`src/rtl/typing_test_pkg.sv`:
```
// Shared types and constants for the typing-test game core.
package typing_test_pkg;

  typedef enum logic [1:0] {
    MODE_SELECT = 2'd0,
    MODE_TEST   = 2'd1,
    MODE_CALC   = 2'd2,
    MODE_RESULT = 2'd3
  } mode_t;

  typedef enum logic [1:0] {
    PAGE_WPM     = 2'd0,
    PAGE_MISSED  = 2'd1,
    PAGE_ELAPSED = 2'd2
  } page_t;

  localparam logic [3:0] KEY_A = 4'hA;
  localparam logic [3:0] KEY_B = 4'hB;
  localparam logic [3:0] KEY_C = 4'hC;

  localparam int SECS_PER_MIN = 60;

  function automatic int max3(input int a, input int b, input int c);
    int m;
    m = (a > b) ? a : b;
    return (m > c) ? m : c;
  endfunction

endpackage

```
`src/rtl/seq_divider.sv`:
```
// Restoring unsigned divider, one quotient bit per cycle, start/busy/done handshake.
module seq_divider #(
  parameter int W = 22
) (
  input  logic         clk,
  input  logic         rst_n,
  input  logic         start,
  input  logic         abort,
  input  logic [W-1:0] dividend,
  input  logic [W-1:0] divisor,
  output logic         busy,
  output logic         done,
  output logic [W-1:0] quotient
);

  localparam int CNT_BITS = $clog2(W + 1);

  logic [W-1:0]        rem_reg;
  logic [W-1:0]        quo_reg;
  logic [CNT_BITS-1:0] cnt_reg;
  logic                busy_reg;
  logic                done_reg;
  logic [W:0]          shifted;
  logic                fits;

  // Dividend bits are shifted out of the quotient register into the remainder.
  always_comb begin
    shifted = {rem_reg, quo_reg[W-1]};
    fits    = (shifted >= {1'b0, divisor});
  end

  always_ff @(posedge clk or negedge rst_n) begin
    if (!rst_n) begin
      rem_reg  <= '0;
      quo_reg  <= '0;
      cnt_reg  <= '0;
      busy_reg <= 1'b0;
      done_reg <= 1'b0;
    end else if (abort) begin
      busy_reg <= 1'b0;
      done_reg <= 1'b0;
    end else if (start) begin
      rem_reg  <= '0;
      quo_reg  <= dividend;
      cnt_reg  <= CNT_BITS'(W);
      busy_reg <= 1'b1;
      done_reg <= 1'b0;
    end else if (busy_reg) begin
      rem_reg <= fits ? W'(shifted - {1'b0, divisor}) : shifted[W-1:0];
      quo_reg <= {quo_reg[W-2:0], fits};
      cnt_reg <= cnt_reg - 1'b1;
      if (cnt_reg == CNT_BITS'(1)) begin
        busy_reg <= 1'b0;
        done_reg <= 1'b1;
      end
    end else begin
      done_reg <= 1'b0;
    end
  end

  assign busy     = busy_reg;
  assign done     = done_reg;
  assign quotient = quo_reg;

endmodule

```
`src/rtl/typing_test_core.sv`:
```
// Typing-test game: target entry, word typing with miss/time counting, WPM result pages.
module typing_test_core
  import typing_test_pkg::*;
#(
  parameter int N_DIGITS   = 4,
  parameter int TGT_DIGITS = 4,
  parameter int CNT_W      = 16,
  parameter int WPM_W      = 16
) (
  input  logic                  clk,
  input  logic                  rst_n,
  input  logic                  sec_tick,
  input  logic                  key_level,
  input  logic [3:0]            key_code,
  input  logic [4*N_DIGITS-1:0] rand_digits,
  output logic                  rand_req,
  output logic [1:0]            mode,
  output logic [4*N_DIGITS-1:0] disp_digits,
  output logic [N_DIGITS-1:0]   digit_en,
  output logic [CNT_W-1:0]      missed,
  output logic [CNT_W-1:0]      elapsed,
  output logic [CNT_W-1:0]      completed,
  output logic [WPM_W-1:0]      wpm,
  output logic                  done
);

  localparam int MUL_W   = $clog2(SECS_PER_MIN + 1);
  localparam int DIV_W   = CNT_W + MUL_W;
  localparam int EXT_W   = DIV_W + WPM_W;
  localparam int CUR_W   = (N_DIGITS > 1) ? $clog2(N_DIGITS) : 1;
  localparam int VAL_W   = max3(4 * N_DIGITS, CNT_W, WPM_W);
  localparam int TGT_OFF = TGT_DIGITS - N_DIGITS;
  localparam logic [CUR_W-1:0] LAST_CUR = CUR_W'(N_DIGITS - 1);

  function automatic logic [CNT_W-1:0] sat_inc(input logic [CNT_W-1:0] v);
    return (&v) ? v : v + 1'b1;
  endfunction

  mode_t                   state_reg, state_next;
  page_t                   page_reg, page_next;
  logic                    key_prev_reg, key_evt_reg;
  logic [3:0]              key_code_reg;
  logic [4*TGT_DIGITS-1:0] tgt_reg, tgt_next;
  logic [4*N_DIGITS-1:0]   word_reg, word_next;
  logic [CUR_W-1:0]        cursor_reg, cursor_next;
  logic [N_DIGITS-1:0]     en_reg, en_next;
  logic [CNT_W-1:0]        missed_reg, missed_next;
  logic [CNT_W-1:0]        elapsed_reg, elapsed_next;
  logic [CNT_W-1:0]        completed_reg, completed_next;
  logic [WPM_W-1:0]        wpm_reg, wpm_next;
  logic                    div_start_reg, div_start_next;
  logic                    div_abort, div_busy, div_done;
  logic [DIV_W-1:0]        div_dividend, div_divisor, div_quotient;
  logic [EXT_W-1:0]        quo_ext;
  logic [WPM_W-1:0]        wpm_sat;
  logic [31:0]             target;
  logic [3:0]              cur_digit;
  logic                    start_test, rand_req_c;
  logic [VAL_W-1:0]        sel_val;
  logic [4*N_DIGITS-1:0]   disp;

  // Key events are edge-detected and registered, so they act one cycle after the edge.
  always_ff @(posedge clk or negedge rst_n) begin
    if (!rst_n) begin
      key_prev_reg <= 1'b0;
      key_evt_reg  <= 1'b0;
      key_code_reg <= '0;
    end else begin
      key_prev_reg <= key_level;
      key_evt_reg  <= key_level & ~key_prev_reg;
      key_code_reg <= key_code;
    end
  end

  always_comb begin
    target = '0;
    for (int j = 0; j < TGT_DIGITS; j++) begin
      target = target * 32'd10 + 32'(tgt_reg[4*j +: 4]);
    end
  end

  assign cur_digit    = word_reg[4*cursor_reg +: 4];
  assign div_dividend = DIV_W'(completed_reg) * DIV_W'(SECS_PER_MIN);
  assign div_divisor  = (elapsed_reg == '0) ? DIV_W'(1) : DIV_W'(elapsed_reg);
  assign quo_ext      = EXT_W'(div_quotient);
  assign wpm_sat      = (quo_ext > EXT_W'({WPM_W{1'b1}})) ? '1 : quo_ext[WPM_W-1:0];

  seq_divider #(.W(DIV_W)) u_div (
    .clk      (clk),
    .rst_n    (rst_n),
    .start    (div_start_reg & ~div_busy),
    .abort    (div_abort),
    .dividend (div_dividend),
    .divisor  (div_divisor),
    .busy     (div_busy),
    .done     (div_done),
    .quotient (div_quotient)
  );

  always_ff @(posedge clk or negedge rst_n) begin
    if (!rst_n) begin
      state_reg     <= MODE_SELECT;
      page_reg      <= PAGE_WPM;
      tgt_reg       <= '0;
      word_reg      <= '0;
      cursor_reg    <= '0;
      en_reg        <= '1;
      missed_reg    <= '0;
      elapsed_reg   <= '0;
      completed_reg <= '0;
      wpm_reg       <= '0;
      div_start_reg <= 1'b0;
    end else begin
      state_reg     <= state_next;
      page_reg      <= page_next;
      tgt_reg       <= tgt_next;
      word_reg      <= word_next;
      cursor_reg    <= cursor_next;
      en_reg        <= en_next;
      missed_reg    <= missed_next;
      elapsed_reg   <= elapsed_next;
      completed_reg <= completed_next;
      wpm_reg       <= wpm_next;
      div_start_reg <= div_start_next;
    end
  end

  always_comb begin
    state_next     = state_reg;
    page_next      = page_reg;
    tgt_next       = tgt_reg;
    word_next      = word_reg;
    cursor_next    = cursor_reg;
    en_next        = en_reg;
    missed_next    = missed_reg;
    elapsed_next   = elapsed_reg;
    completed_next = completed_reg;
    wpm_next       = wpm_reg;
    div_start_next = 1'b0;
    div_abort      = 1'b0;
    start_test     = 1'b0;
    rand_req_c     = 1'b0;

    case (state_reg)
      MODE_SELECT: begin
        if (key_evt_reg) begin
          if (key_code_reg <= 4'd9) begin
            for (int j = 0; j < TGT_DIGITS - 1; j++) begin
              tgt_next[4*j +: 4] = tgt_reg[4*(j+1) +: 4];
            end
            tgt_next[4*(TGT_DIGITS-1) +: 4] = key_code_reg;
          end else if (key_code_reg == KEY_A && target != '0) begin
            start_test = 1'b1;
          end
        end
      end
      MODE_TEST: begin
        if (sec_tick) elapsed_next = sat_inc(elapsed_reg);
        if (key_evt_reg && key_code_reg != KEY_B) begin
          if (key_code_reg == cur_digit) begin
            if (cursor_reg == LAST_CUR) begin
              completed_next = sat_inc(completed_reg);
              en_next        = '1;
              cursor_next    = '0;
              if (32'(completed_next) == target) begin
                state_next     = MODE_CALC;
                div_start_next = 1'b1;
              end else begin
                rand_req_c = 1'b1;
                word_next  = rand_digits;
              end
            end else begin
              en_next[cursor_reg] = 1'b0;
              cursor_next         = cursor_reg + 1'b1;
            end
          end else begin
            missed_next = sat_inc(missed_reg);
          end
        end
      end
      MODE_CALC: begin
        if (div_done) begin
          wpm_next   = wpm_sat;
          page_next  = PAGE_WPM;
          state_next = MODE_RESULT;
        end
      end
      MODE_RESULT: begin
        if (key_evt_reg) begin
          if (key_code_reg == KEY_C) begin
            case (page_reg)
              PAGE_WPM:    page_next = PAGE_MISSED;
              PAGE_MISSED: page_next = PAGE_ELAPSED;
              default:     page_next = PAGE_WPM;
            endcase
          end else if (key_code_reg == KEY_A) begin
            start_test = 1'b1;
          end
        end
      end
      default: state_next = MODE_SELECT;
    endcase

    if (start_test) begin
      rand_req_c     = 1'b1;
      word_next      = rand_digits;
      cursor_next    = '0;
      en_next        = '1;
      missed_next    = '0;
      elapsed_next   = '0;
      completed_next = '0;
      state_next     = MODE_TEST;
    end

    // Abort wins over everything, including a divide in flight.
    if (key_evt_reg && key_code_reg == KEY_B) begin
      state_next     = MODE_SELECT;
      word_next      = word_reg;
      cursor_next    = '0;
      en_next        = '1;
      missed_next    = '0;
      elapsed_next   = '0;
      completed_next = '0;
      div_start_next = 1'b0;
      div_abort      = 1'b1;
      rand_req_c     = 1'b0;
    end
  end

  always_comb begin
    disp = '0;
    case (page_reg)
      PAGE_MISSED:  sel_val = VAL_W'(missed_reg);
      PAGE_ELAPSED: sel_val = VAL_W'(elapsed_reg);
      default:      sel_val = VAL_W'(wpm_reg);
    endcase
    case (state_reg)
      MODE_SELECT: begin
        for (int i = 0; i < N_DIGITS; i++) begin
          if (i + TGT_OFF >= 0) disp[4*i +: 4] = tgt_reg[4*(i+TGT_OFF) +: 4];
        end
      end
      MODE_RESULT: begin
        for (int i = 0; i < N_DIGITS; i++) begin
          disp[4*i +: 4] = sel_val[4*(N_DIGITS-1-i) +: 4];
        end
      end
      default: disp = word_reg;
    endcase
  end

  assign rand_req    = rand_req_c;
  assign mode        = state_reg;
  assign disp_digits = disp;
  assign digit_en    = en_reg;
  assign missed      = missed_reg;
  assign elapsed     = elapsed_reg;
  assign completed   = completed_reg;
  assign wpm         = wpm_reg;
  assign done        = (state_reg == MODE_RESULT);

endmodule

```
`config.mk`:
```
export PLATFORM = sky130hd
export DESIGN_NAME = typing_test_core
export DESIGN_NICKNAME = d
export VERILOG_FILES = /design/src/rtl/typing_test_pkg.sv /design/src/rtl/seq_divider.sv /design/src/rtl/typing_test_core.sv
export SDC_FILE = /design/constraint.sdc
export NUM_CORES = 1
export LEC_CHECK = 0
export BUFFER_PORTS_ARGS = -buffer_cell sky130_fd_sc_hd__buf_4
export CAP_MARGIN = 20
export CELL_PAD_IN_SITES_DETAIL_PLACEMENT = 1
export CELL_PAD_IN_SITES_GLOBAL_PLACEMENT = 2
export CORE_AREA = 2 2 187 189
export CTS_BUF_LIST = sky130_fd_sc_hd__clkbuf_8
export CTS_CLUSTER_DIAMETER = 120
export CTS_CLUSTER_SIZE = 8
export DETAILED_ROUTE_END_ITERATION = 10
export DIE_AREA = 0 0 189 191
export HOLD_SLACK_MARGIN = 0.02
export PLACE_DENSITY_LB_ADDON = 0.08
export SYNTH_ARGS = -nofsm -noshare
export SYNTH_HDL_FRONTEND = slang
export SYNTH_SLANG_ARGS = --single-unit
export TNS_END_PERCENT = 100
```
`constraint.sdc`:
```
create_clock -name clk -period 10.2 [get_ports clk]
set_clock_uncertainty 0.15 [all_clocks]
set_input_delay 1.02 -clock clk [delete_from_list [all_inputs] [get_ports clk]]
set_output_delay 1.02 -clock clk [all_outputs]
set_load 0.02 [all_outputs]
```
# Word-level counts from Yosys, hierarchy flattened
# Index checks and enable logic that the tools add are counted.
# word_totals
reg_bits	164
latchBits	0
ramBits	0
rom_bits	0
inputBits	24
out_inout_bits	88
wordCells	196
n_memories	0
# classes
add_sub_neg	9
multipliers	4
div_mod_pow	0
order_cmp	5
n_eq_ne	26
shift	1
n_mux	91
n_bitwise	8
reduce_logical	33
# ops
cell	n
16-bit 2-to-1 mux	26
22-bit 2-to-1 mux	5
16-bit one-hot mux with 2 select lines	2
16-bit by 1-bit adder with 16-bit output, second input constant	3
16-bit AND reduction	3
2-bit 2-to-1 mux	16
32-bit nonzero test	1
1-bit 2-to-1 mux	29
4-bit 2-to-1 mux	6
23-bit by 16-bit >= comparator with 1-bit output	1
22-bit by 16-bit > comparator with 1-bit output, second input constant	1
22-bit by 16-bit subtractor with 22-bit output	1
16-bit by 4-bit multiplier with 20-bit output, second input constant	1
4-bit inequality test, second input constant	5
18-bit by 4-bit adder with 19-bit output	1
16-bit by 19-bit equality test with 1-bit output	1
14-bit by 3-bit multiplier with 17-bit output, second input constant	1
16-bit zero test	1
16-bit by 5-bit variable part select with 4-bit output	1
3-bit nonzero test	5
13-bit by 4-bit adder with 14-bit output	1
4-bit equality test, second input constant	3
9-bit by 3-bit multiplier with 12-bit output, second input constant	1
2-bit one-hot mux with 2 select lines	3
30 further kinds	59

# Longest topological paths before layout
# Gate-level depths: netlist (run 1).
# logic_depth
word_depth	14
mapped_depth	29
mapped_depth_nobuf	28

# Hierarchy
# From an unflattened synthesis (run 1), not the netlist that was laid out.
# hier_totals
hier_cells	1502
area_unflattened_um2	13529.2
# modules_own_cells
mod	instances	cells_each	area_each_um2	seq_area_each_um2
typing_test_core	1	1075	9925.8	2832.7
seq_divider	1	427	3603.5	1276.2

# Worst setup path before layout (run 1)
# Ideal clock, no wire load.
# synth_path
path_kind	register to output
startpoint	register tgt_reg[1]
endpoint	output rand_req
arrival_ps	6391
required_ps	9030
path_slack_ps	2639
stages_incl_launch_ff	29
n_path_buf	1
cell_sequence	dfrtp_1 > ha_1 > ha_1 > fa_1 > nand3b_1 > xnor2_1 > ha_1 > ha_1 > inv_1 > o21bai_1 > a21oi_1 > xnor2_1 > inv_1 > nor3_1 > xor2_1 > ha_1 > ha_1 > o21a_1 > nor2_1 > a31oi_2 > xor2_1 > and4_4 > and4_1 > o211ai_2 > nor4_1 > nor4b_2 > a21oi_4 > buf_12 > inv_1
# synth_between
elab_chain_cells	14
elab_cells_between_ends	20
cone_classes	add/sub (3); mul (3); eq/ne (1); mux (11); reduce/logical (2)
# synth_rtl
element	line	text
start, declared	typing_test_core.sv:43	logic [4*TGT_DIGITS-1:0] tgt_reg, tgt_next;
start signal, assigned	typing_test_core.sv:116	tgt_reg <= tgt_next;
4-bit by 3-bit multiplier with 7-bit output (*)	typing_test_core.sv:78	target = target * 32'd10 + 32'(tgt_reg[4*j +: 4]);
8-bit by 4-bit adder with 9-bit output (*)	typing_test_core.sv:78	
9-bit by 3-bit multiplier with 12-bit output (*)	typing_test_core.sv:78	
13-bit by 4-bit adder with 14-bit output (*)	typing_test_core.sv:78	
14-bit by 3-bit multiplier with 17-bit output (*)	typing_test_core.sv:78	
18-bit by 4-bit adder with 19-bit output (*)	typing_test_core.sv:78	
32-bit nonzero test / 16-bit by 19-bit equality test with 1-bit output (equally long branches)	typing_test_core.sv:152, typing_test_core.sv:165	
1-bit logical AND / 1-bit 2-to-1 mux (equally long branches)	typing_test_core.sv:152, typing_test_core.sv:165	
1-bit 2-to-1 mux (on tied branches)	typing_test_core.sv:152, typing_test_core.sv:161	
1-bit 2-to-1 mux (on tied branches)	typing_test_core.sv:147, typing_test_core.sv:160	
1-bit 2-to-1 mux (on tied branches)	typing_test_core.sv:146, typing_test_core.sv:159	
1-bit one-hot mux with 2 select lines / 1-bit 2-to-1 mux (equally long branches)	typing_test_core.sv:144	case (state_reg)
1-bit 2-to-1 mux (*)	typing_test_core.sv:204	if (start_test) begin
1-bit 2-to-1 mux (*)	typing_test_core.sv:216	if (key_evt_reg && key_code_reg == KEY_B) begin
end, declared	typing_test_core.sv:16	output logic rand_req,
# Every way passes the cells marked *; elsewhere a longest branch is shown, timed or not.

# Worst setup path after layout (run 1)
# layout_path
startpoint	register tgt_reg[3]
endpoint	output rand_req
# Same word-level chain as after synthesis.

==> results of run 1 <==
-- Yosys cell counts (6+ instances only) --
cell	n	area [um^2]
a21o_1	18	135
a21oi_1	91	455
a22o_1	15	131
a22oi_1	32	240
and2_1	8	50.1
and3_1	14	87.6
clkbuf_1	48	180
dfrtp_1	160	4000
fa_1	36	721
ha_1	117	1460
inv_1	68	255
mux2_2	19	214
mux2_4	9	135
mux2i_1	18	180
nand2_1	124	465
nand2b_1	9	56.3
nand3_1	45	225
nand3b_1	6	45.0
nand4_1	15	93.8
nor2_1	143	537
nor2b_1	12	75.1
nor3_1	31	155
nor4_1	14	87.6
o21a_1	12	90.1
o21ai_0	104	521
o21bai_1	6	45.0
o22ai_1	16	100
or2_2	7	43.8
or3_1	6	37.5
xnor2_1	86	753
xor2_1	44	385
-- area by class of cell --
cell class | instances | area [um^2]
Clock buffer | 18 | 248
Clock inverter | 14 | 213
Fill cell | 3964 | 19200
Inverter | 68 | 255
Multi-Input combinational cell | 1153 | 8570
Sequential cell | 164 | 4110
Tap cell | 455 | 569
Timing Repair Buffer | 120 | 925
-- metal layers --
layer  vias to the layer above  GRT usage, %
li1                       5273             -
met2                       109          39.4
met4                         0          5.62
met3                        40          3.27
met5                         -             0
met1                      5542          30.2
-- through the flow --
| stage | instances | power, mW | worst slack [ns] |
|---|---|---|---|
| floorplan | 1442 | 1.91 | 2.64 |
| global placement | 1959 | 2.30 | 1.69 |
| detailed placement | 1959 | 2.33 | 1.48 |
| CTS | 1991 | 2.91 | 0.905 |
| global route | 1992 | 3.11 | 0.373 |
| finish | 1992 | 2.87 | 1.02 |
-- power groups by stage --
stage / combinational, mW / clock [mW] / sequential [mW]
4_1_cts: 1.53 / 0.589 / 0.793
5_1_grt: 1.70 / 0.614 / 0.800
6_report: 1.51 / 0.572 / 0.792
3_3_place_gp: 1.50 / 0 / 0.805
2_1_floorplan: 1.13 / 0 / 0.781
3_5_place_dp: 1.52 / 0 / 0.805
-- cells by family after synthesis --
| group | Yosys count | synth area share, % |
|---|---|---|
| compound gates | 350 | 17.1 |
| buf+inv | 125 | 3.74 |
| other cells | 1 | 0.0285 |
| fa+ha+maj | 153 | 16.6 |
| simple gates | 463 | 17.0 |
| mux | 50 | 4.71 |
| flops | 164 | 31.2 |
| xor+xnor | 136 | 9.54 |
-- worst max-delay path by stage --
stage / endpoint / depth (start not counted) / from / slack (ns)
floorplan: rand_req / 28 / tgt_reg[1]$_DFFE_PN0P_ / 2.64
global placement: rand_req / 27 / tgt_reg[1]$_DFFE_PN0P_ / 1.69
global route: rand_req / 27 / tgt_reg[1]$_DFFE_PN0P_ / 0.37
detailed placement: rand_req / 27 / tgt_reg[1]$_DFFE_PN0P_ / 1.48
CTS: rand_req / 27 / tgt_reg[3]$_DFFE_PN0P_ / 0.91
finish: rand_req / 27 / tgt_reg[3]$_DFFE_PN0P_ / 1.02
==> results.toml, run 1 <==
[run_status]
outcome = "completed"

[worst_setup_path]
cp.required_ns = 9.03
worstSetupEndpointType = "output port"
r2r-start = "tgt_reg[3]$_DFFE_PN0P_"
reg2regPathDepth = 26
path_buf_inv = 3
max_stage_delay_ns = 0.62
path_max_fanout = 17
r2r_end = "completed[14]$_DFFE_PN0P_"
crit_family = "adder cells"
worstPathArrival_ns = 8.01
worstSetupPathType = "register to output port"
cp_slowest_cell = "a21oi_4"
path_common_cell = "ha_1"
r2r_slack_ns = 2.16
startpoint_type = "register"

[logic_synthesis]
async_flop_share_pct = 100
synthesis.area_um2 = 13200
synth_cells = 1442
ys.flop_type = "dfrtp_1"
avgSynthCellArea_um2 = 9.12
synthesis.nets = 1619
synth_edf_count = 0
ys_seq_elements = 164
ys_seq_area_share_pct = 31.2
yosysWarnings = 0
yosysUniqueCellTypes = 89

[timing]
setup_tns_ns = 0
max_clock_freq_mhz = 109
hold_viol = 0
setup_violations = 0
worstMarginPinSlew_ns = 1.06
post-route-min-period_ns = 9.18
holdWs_ns = 0.270
max_slew_margin_pct = 29.3
rsz0062_at_grt = "no"
fin_crit_sh_pct = 90.0
drv_slew = 0

[drt]
wl_met1_mm = 18.5
dr.max_layer_used = "met4"
drtPass1Iterations = 4
drc = 0
viasPerCell = 5.50
vias = 10964
wl_met3_um = 881
met2_length_mm = 19.6
ant_nets = 0
drt_iter0_drc = 454
wirelength_mm = 39.6
wl_per_cell_um = 19.9

[clocking]
clkTransAtPathRegs_ns = 0.11
post_cts_buffers = 0
cts_tree = "built"
cts-root-buf = "clkbuf_8"
clock-sinks = 164
cts_buffers = 17
insertion_delay_ns = 0.49
cts_resized = 0
htree_levels = 4
cts_buffer_depth = 2
ctsHoldBuffers = 0

[pwr]
vdd_drop_max_mv = 0.136
switching_share_pct = 43.6
comb_power_share_pct = 52.5
p_per_area_nw_per_um2 = 193
p_seq_share_pct = 27.6
p_sw_mw = 1.25
p_int_mw = 1.62
p_leak_nw = 7.23
clkPwrFrac_pct = 19.9

[floorplanning]
die_area_um2 = 36100
design.core.area_um2 = 34100
floorplan.initialDensity_pct = 38.5
ios = 112
die_y_um = 191
row_count = 68
fp.dieW_um = 189

[cells_and_area]
layout.nets = 1701
stdcell_area_um2 = 14900
final_common_cell = "dfrtp_1"
drive_gt1_share_pct = 14.8
syn2layout_area_growth_pct = 13.2
final_util_pct = 43.6
layout_common_cells = "160 x dfrtp_1, 142 x nor2_1, 124 x nand2_1, 118 x buf_4, 117 x ha_1"
diodes = 0

[grt]
grt_pass1_vias = 11564
grt_start_max_net_pins = 59
grt_pass1_wl_mm = 64.9
grt_usage_pct = 22.9
grt_overflow = 0
antenna_found_initial = 0

[hold_path]
hold_end = "key_evt_reg$_DFF_PN0_"
hold_path.startpoint = "key_prev_reg$_DFF_PN0_"
holdCritPathClass = "register to register"
min_path_cells = 1

[place]
post-dp-hpwl_mm = 31.0
portBuffers = 111
placed_area_um2 = 14400
gp_congestion = 0.858

[flow_run]
max_cap_violations = 0
(Power assumes the default switching activity.)
==> run 2: changes to the inputs <==
--- a/config.mk
+++ b/config.mk
@@ -17,6 +17,7 @@
 export DIE_AREA = 0 0 189 191
 export HOLD_SLACK_MARGIN = 0.02
 export PLACE_DENSITY_LB_ADDON = 0.08
+export RECOVER_POWER = 100
 export SYNTH_ARGS = -nofsm -noshare
 export SYNTH_HDL_FRONTEND = slang
 export SYNTH_SLANG_ARGS = --single-unit
==> run 2 against run 1 <==
  * The run now ends with max-capacitance violations, max-slew violations left
  * Cell count unchanged
  * Via count about the same
  * Die area unchanged
  * Wire length about the same
  * Sequential power about the same
  * Register-to-register slack worse by 1.2 ns
  * Critical endpoint is now missed[1]$_DFFE_PN0P_
  * Largest power group unchanged
==> results.toml, run 2 (synthesized netlist as in run 1, its figures left out) <==
[run_status]
outcome = "finished with violations"
violations = "max-capacitance violations, max-slew violations"

[worst_setup_path]
path_max_fanout = 30
r2r_slack_ns = 1.01
r2r_end = "missed[1]$_DFFE_PN0P_"
worstPathArrival_ns = 9.43
r2r-start = "tgt_reg[3]$_DFFE_PN0P_"
worstSetupEndpointType = "register"
startpoint_type = "register"
reg2regPathDepth = 27
cp.required_ns = 10.44
worstSetupPathType = "register to register"

[place]
post-dp-hpwl_mm = 31.0
portBuffers = 111
dp_cells = 1959
gp_congestion = 0.858

[grt]
grt_pass1_vias = 11564
antenna_found_initial = 0
grt_overflow = 0
grt_start_max_net_pins = 59
grt_pass1_wl_mm = 64.9
grt_usage_pct = 22.9

[timing]
max_slew_margin_pct = -116
hold_viol = 0
setup_violations = 0
setup_tns_ns = 0
worstMarginPinSlew_ns = 3.24
post-route-min-period_ns = 9.19
max_clock_freq_mhz = 109
fin_crit_sh_pct = 90.1
drv_slew = 242
rsz0062_at_grt = "no"
holdWs_ns = 0.266

[floorplanning]
die_area_um2 = 36100
fp.dieW_um = 189
row_count = 68
floorplan.initialDensity_pct = 38.5
die_y_um = 191
design.core.area_um2 = 34100
ios = 112

[clocking]
cts_resized = 0
cts_buffers = 17
post_cts_buffers = 0
clock-sinks = 164
cts_buffer_depth = 2
cts-root-buf = "clkbuf_8"
ctsHoldBuffers = 0
insertion_delay_ns = 0.49
cts_tree = "built"
htree_levels = 4
clkTransAtPathRegs_ns = 0.11

[drt]
wl_per_cell_um = 19.9
ant_nets = 0
drc = 0
drt_iter0_drc = 427
viasPerCell = 5.50
drtPass1Iterations = 5
wirelength_mm = 39.6
vias = 10963

[pwr]
p_int_mw = 1.59
clkPwrFrac_pct = 20.1
p_sw_mw = 1.25
p_seq_share_pct = 27.9
vdd_drop_max_mv = 0.136
comb_power_share_pct = 52.0
p_per_area_nw_per_um2 = 196
p_leak_nw = 6.82
switching_share_pct = 44.0

[cells_and_area]
drive_gt1_share_pct = 7.61
final_common_cell = "dfrtp_1"
layout_common_cells = "160 x dfrtp_1, 143 x nor2_1, 124 x nand2_1, 117 x ha_1, 105 x o21ai_0"
fin_cells = 1992
layout.nets = 1701
seqCellArea_um2 = 4110
final_util_pct = 42.4
multi_input_area_um2 = 8500
fillers = 4019
diodes = 0
syn2layout_area_growth_pct = 9.96

[hold_path]
holdCritPathClass = "register to register"
hold_end = "key_evt_reg$_DFF_PN0_"
min_path_cells = 1
hold_path.startpoint = "key_prev_reg$_DFF_PN0_"

[flow_run]
max_cap_violations = 6
==> run 2: worst max path at each step <==
stage | startpoint | to | slack [ns] | cells after the start
finish | tgt_reg[3]$_DFFE_PN0P_ | missed[1]$_DFFE_PN0P_ | 1.01 | 27
global route | tgt_reg[1]$_DFFE_PN0P_ | missed[1]$_DFFE_PN0P_ | 0.30 | 27
CTS | tgt_reg[3]$_DFFE_PN0P_ | rand_req | 0.91 | 27
detailed placement | tgt_reg[1]$_DFFE_PN0P_ | rand_req | 1.48 | 27
global placement | tgt_reg[1]$_DFFE_PN0P_ | rand_req | 1.69 | 27
floorplan | tgt_reg[1]$_DFFE_PN0P_ | rand_req | 2.64 | 28
==> run 2: layout make-up <==
type,instances,share of cell area (%)
Clock buffer,18,1.71
Clock inverter,14,1.47
Inverter,68,1.77
Multi-Input combinational cell,1153,58.8
Sequential cell,164,28.4
Tap cell,455,3.94
Timing Repair Buffer,120,3.94
==> run 2: power groups by stage <==
stage / sequential [mW] / combinational (mW) / clock, mW
detailed placement: 0.805 / 1.52 / 0
floorplan: 0.781 / 1.13 / 0
finish: 0.791 / 1.48 / 0.571
global placement: 0.805 / 1.50 / 0
CTS: 0.793 / 1.53 / 0.589
global route: 0.800 / 1.66 / 0.614
==> run 2: metal layers <==
layer | share of wire, % | wire, um | global-route usage (%)
met5 | 0 | 0 | 0
met4 | 1.6 | 637 | 5.62
met3 | 2.2 | 853 | 3.27
met2 | 50 | 19600 | 39.4
met1 | 47 | 18500 | 30.2
==> run 2: metrics by stage <==
| stage | cell area, um^2 | setup WS (ns) | power, mW |
|---|---|---|---|
| after floorplan | 13200 | 2.64 | 1.91 |
| after global placement | 14400 | 1.69 | 2.30 |
| after detailed placement | 14400 | 1.48 | 2.33 |
| after CTS | 14900 | 0.905 | 2.91 |
| after global routing | 14500 | 0.296 | 3.08 |
| final | 14500 | 1.01 | 2.84 |
==> run 2: worst max-delay path: stages (launching register included) <==
cell and delay (ns):
dfrtp_1 0.46, ha_1 0.31, ha_1 0.22, fa_1 0.50, xnor2_1 0.26, ha_1 0.28, ha_1 0.34, a21oi_1 0.23
o21bai_1 0.09, a21oi_1 0.24, xnor2_1 0.22, inv_1 0.08, nor3_1 0.39, xor2_1 0.27, ha_1 0.28, ha_1 0.43
o21a_1 0.17, nor2_1 0.04, a31oi_1 0.24, xor2_1 0.41, and4_1 0.34, a21oi_1 0.09, o211ai_1 0.26, nor4b_1 0.17
nor2_1 1.30, clkbuf_2 0.76, o21ai_0 0.26, a32o_1 0.31
==> run 3: changes to the inputs <==
--- a/config.mk
+++ b/config.mk
@@ -10,7 +10,6 @@
 export CELL_PAD_IN_SITES_DETAIL_PLACEMENT = 1
 export CELL_PAD_IN_SITES_GLOBAL_PLACEMENT = 2
 export CORE_AREA = 2 2 187 189
-export CTS_BUF_LIST = sky130_fd_sc_hd__clkbuf_8
 export CTS_CLUSTER_DIAMETER = 120
 export CTS_CLUSTER_SIZE = 8
 export DETAILED_ROUTE_END_ITERATION = 10
==> constraint.sdc (replaced) <==
create_clock -name clk -period 10.2 [get_ports clk]
set_clock_uncertainty 0.15 [all_clocks]
set_input_delay 0.51 -clock clk [delete_from_list [all_inputs] [get_ports clk]]
set_output_delay 0.51 -clock clk [all_outputs]
set_load 0.02 [all_outputs]
==> run 3 against run 2 <==
  * Core utilization rose by 0.58 points
  * Wire length rose by 1.9%
  * The run still ends with max-capacitance violations, max-slew violations left
  * Register-to-register slack improved by 0.37 ns
  * Clock-buffer cell count down 1
  * Via count increased by 0.26%
  * Worst setup slack improved by 0.37 ns
  * Critical endpoint unchanged
  * Power up 3.6%
  * Critical path type unchanged
  * Clock power increased by 17%
  * Sequential cell count unchanged
  * Cell count grew 0.25%
  * Combinational power about the same
  * Critical path depth is the same
==> results.toml, run 3 (synthesized netlist as in run 1, its figures left out) <==
[timing]
holdWs_ns = 0.132
fin_crit_sh_pct = 86.5
post-route-min-period_ns = 8.82
worstMarginPinSlew_ns = 5.55
max_slew_margin_pct = -270
rsz0062_at_grt = "no"
hold_viol = 0
setup_tns_ns = 0
drv_slew = 240
setup_violations = 0
max_clock_freq_mhz = 113

[flow_run]
max_cap_violations = 4

[clocking]
clock-sinks = 164
clkTransAtPathRegs_ns = 0.08
ctsHoldBuffers = 5
insertion_delay_ns = 0.45
cts_tree = "built"
cts_buffer_depth = 2
cts-root-buf = "clkbuf_16"
cts_buffers = 17
cts_resized = 0
post_cts_buffers = 0
htree_levels = 4

[worst_setup_path]
worstPathArrival_ns = 9.00
max_stage_delay_ns = 1.15
cp_slowest_cell = "nor2_1"
path_common_cell = "ha_1"
startpoint_type = "register"
worstSetupEndpointType = "register"
cp.required_ns = 10.39
worstSetupPathType = "register to register"
path_max_fanout = 30

[floorplanning]
row_count = 68
die_y_um = 191
floorplan.initialDensity_pct = 38.5
ios = 112
die_area_um2 = 36100
fp.dieW_um = 189
design.core.area_um2 = 34100

[grt]
grt_pass1_wl_mm = 65.2
grt_usage_pct = 23.0
antenna_found_initial = 1
grt_start_max_net_pins = 98
grt_pass1_vias = 11559
grt_overflow = 0

[drt]
vias = 10992
drc = 0
ant_nets = 0
wl_per_cell_um = 20.2
wirelength_mm = 40.4
drt_iter0_drc = 454
drtPass1Iterations = 4
viasPerCell = 5.50

[place]
gp_congestion = 0.830
post-dp-hpwl_mm = 30.9
portBuffers = 111
placed_area_um2 = 14400
dp_cells = 1959

[cells_and_area]
seqCellArea_um2 = 4110
stdcell_area_um2 = 14700
fin_cells = 1997
drive_gt1_share_pct = 7.59
fillers = 4015
layout.nets = 1706
multi_input_area_um2 = 8500
final_common_cell = "dfrtp_1"
diodes = 0
layout_common_cells = "160 x dfrtp_1, 143 x nor2_1, 124 x nand2_1, 117 x ha_1, 105 x o21ai_0"
syn2layout_area_growth_pct = 11.5

[pwr]
p_leak_nw = 6.90
p_total_mw = 2.94
p_per_area_nw_per_um2 = 200
vdd_drop_max_mv = 0.124

[run_status]
violations = "max-capacitance violations, max-slew violations"
outcome = "finished with violations"

[hold_path]
holdCritPathClass = "input port to register"
[run 3: layout make-up]
type / count / area share (%)
Multi-Input combinational cell: 1153 / 58.0
Clock inverter: 15 / 1.24
Timing Repair Buffer: 125 / 4.24
Inverter: 68 / 1.74
Clock buffer: 17 / 2.90
Sequential cell: 164 / 28.0
Tap cell: 455 / 3.88
[run 3: report_power, final]
group / internal, mW / total [mW] / switching [mW]
Combinational: 0.606 / 1.48 / 0.870
Sequential: 0.704 / 0.793 / 0.0891
Clock: 0.332 / 0.669 / 0.337
[run 3: path summary, 6_finish.rpt]
| path | start | endpoint | slack, ns | cells past startpoint |
|---|---|---|---|---|
| worst max-delay path | tgt_reg[3]$_DFFE_PN0P_ | missed[1]$_DFFE_PN0P_ | 1.38 | 27 |
| worst min-delay path | rand_digits[14] | word_reg[14]$_DFFE_PN0P_ | 0.13 | 2 |
| worst max register to register | tgt_reg[3]$_DFFE_PN0P_ | missed[1]$_DFFE_PN0P_ | 1.38 | 27 |
| worst min register to register | key_prev_reg$_DFF_PN0_ | key_evt_reg$_DFF_PN0_ | 0.26 | 1 |
| max in group asynchronous | rst_n | word_reg[15]$_DFFE_PN0P_ | 2.42 | 2 |
| min in group asynchronous | rst_n | word_reg[10]$_DFFE_PN0P_ | 1.92 | 1 |
[run 3: stage by stage]
stage	utilization, %	setup WS, ns
CTS	44.1	1.53
finish	43.0	1.38
floorplan	-	3.15
detailed placement	42.2	2.05
global placement	42.2	2.27
global route	43.0	0.646
[run 3: critical path: cells and delay by family, from the launching register on]
kind / cells / cell delay [ns]
buf+inv: 2 / 0.59
xor+xnor: 4 / 1.17
fa+ha+maj: 7 / 2.36
compound gates: 9 / 1.83
simple gates: 5 / 2.11
flops: 1 / 0.47
[run 3: per-layer routing]
metal  GRT usage (%)  wire [um]  vias up
met5               0          0        -
met4            5.80        768        0
met3            3.23        940       43
met2            39.7      20000      117
met1            30.2      18700     5552
li1                -          -     5280
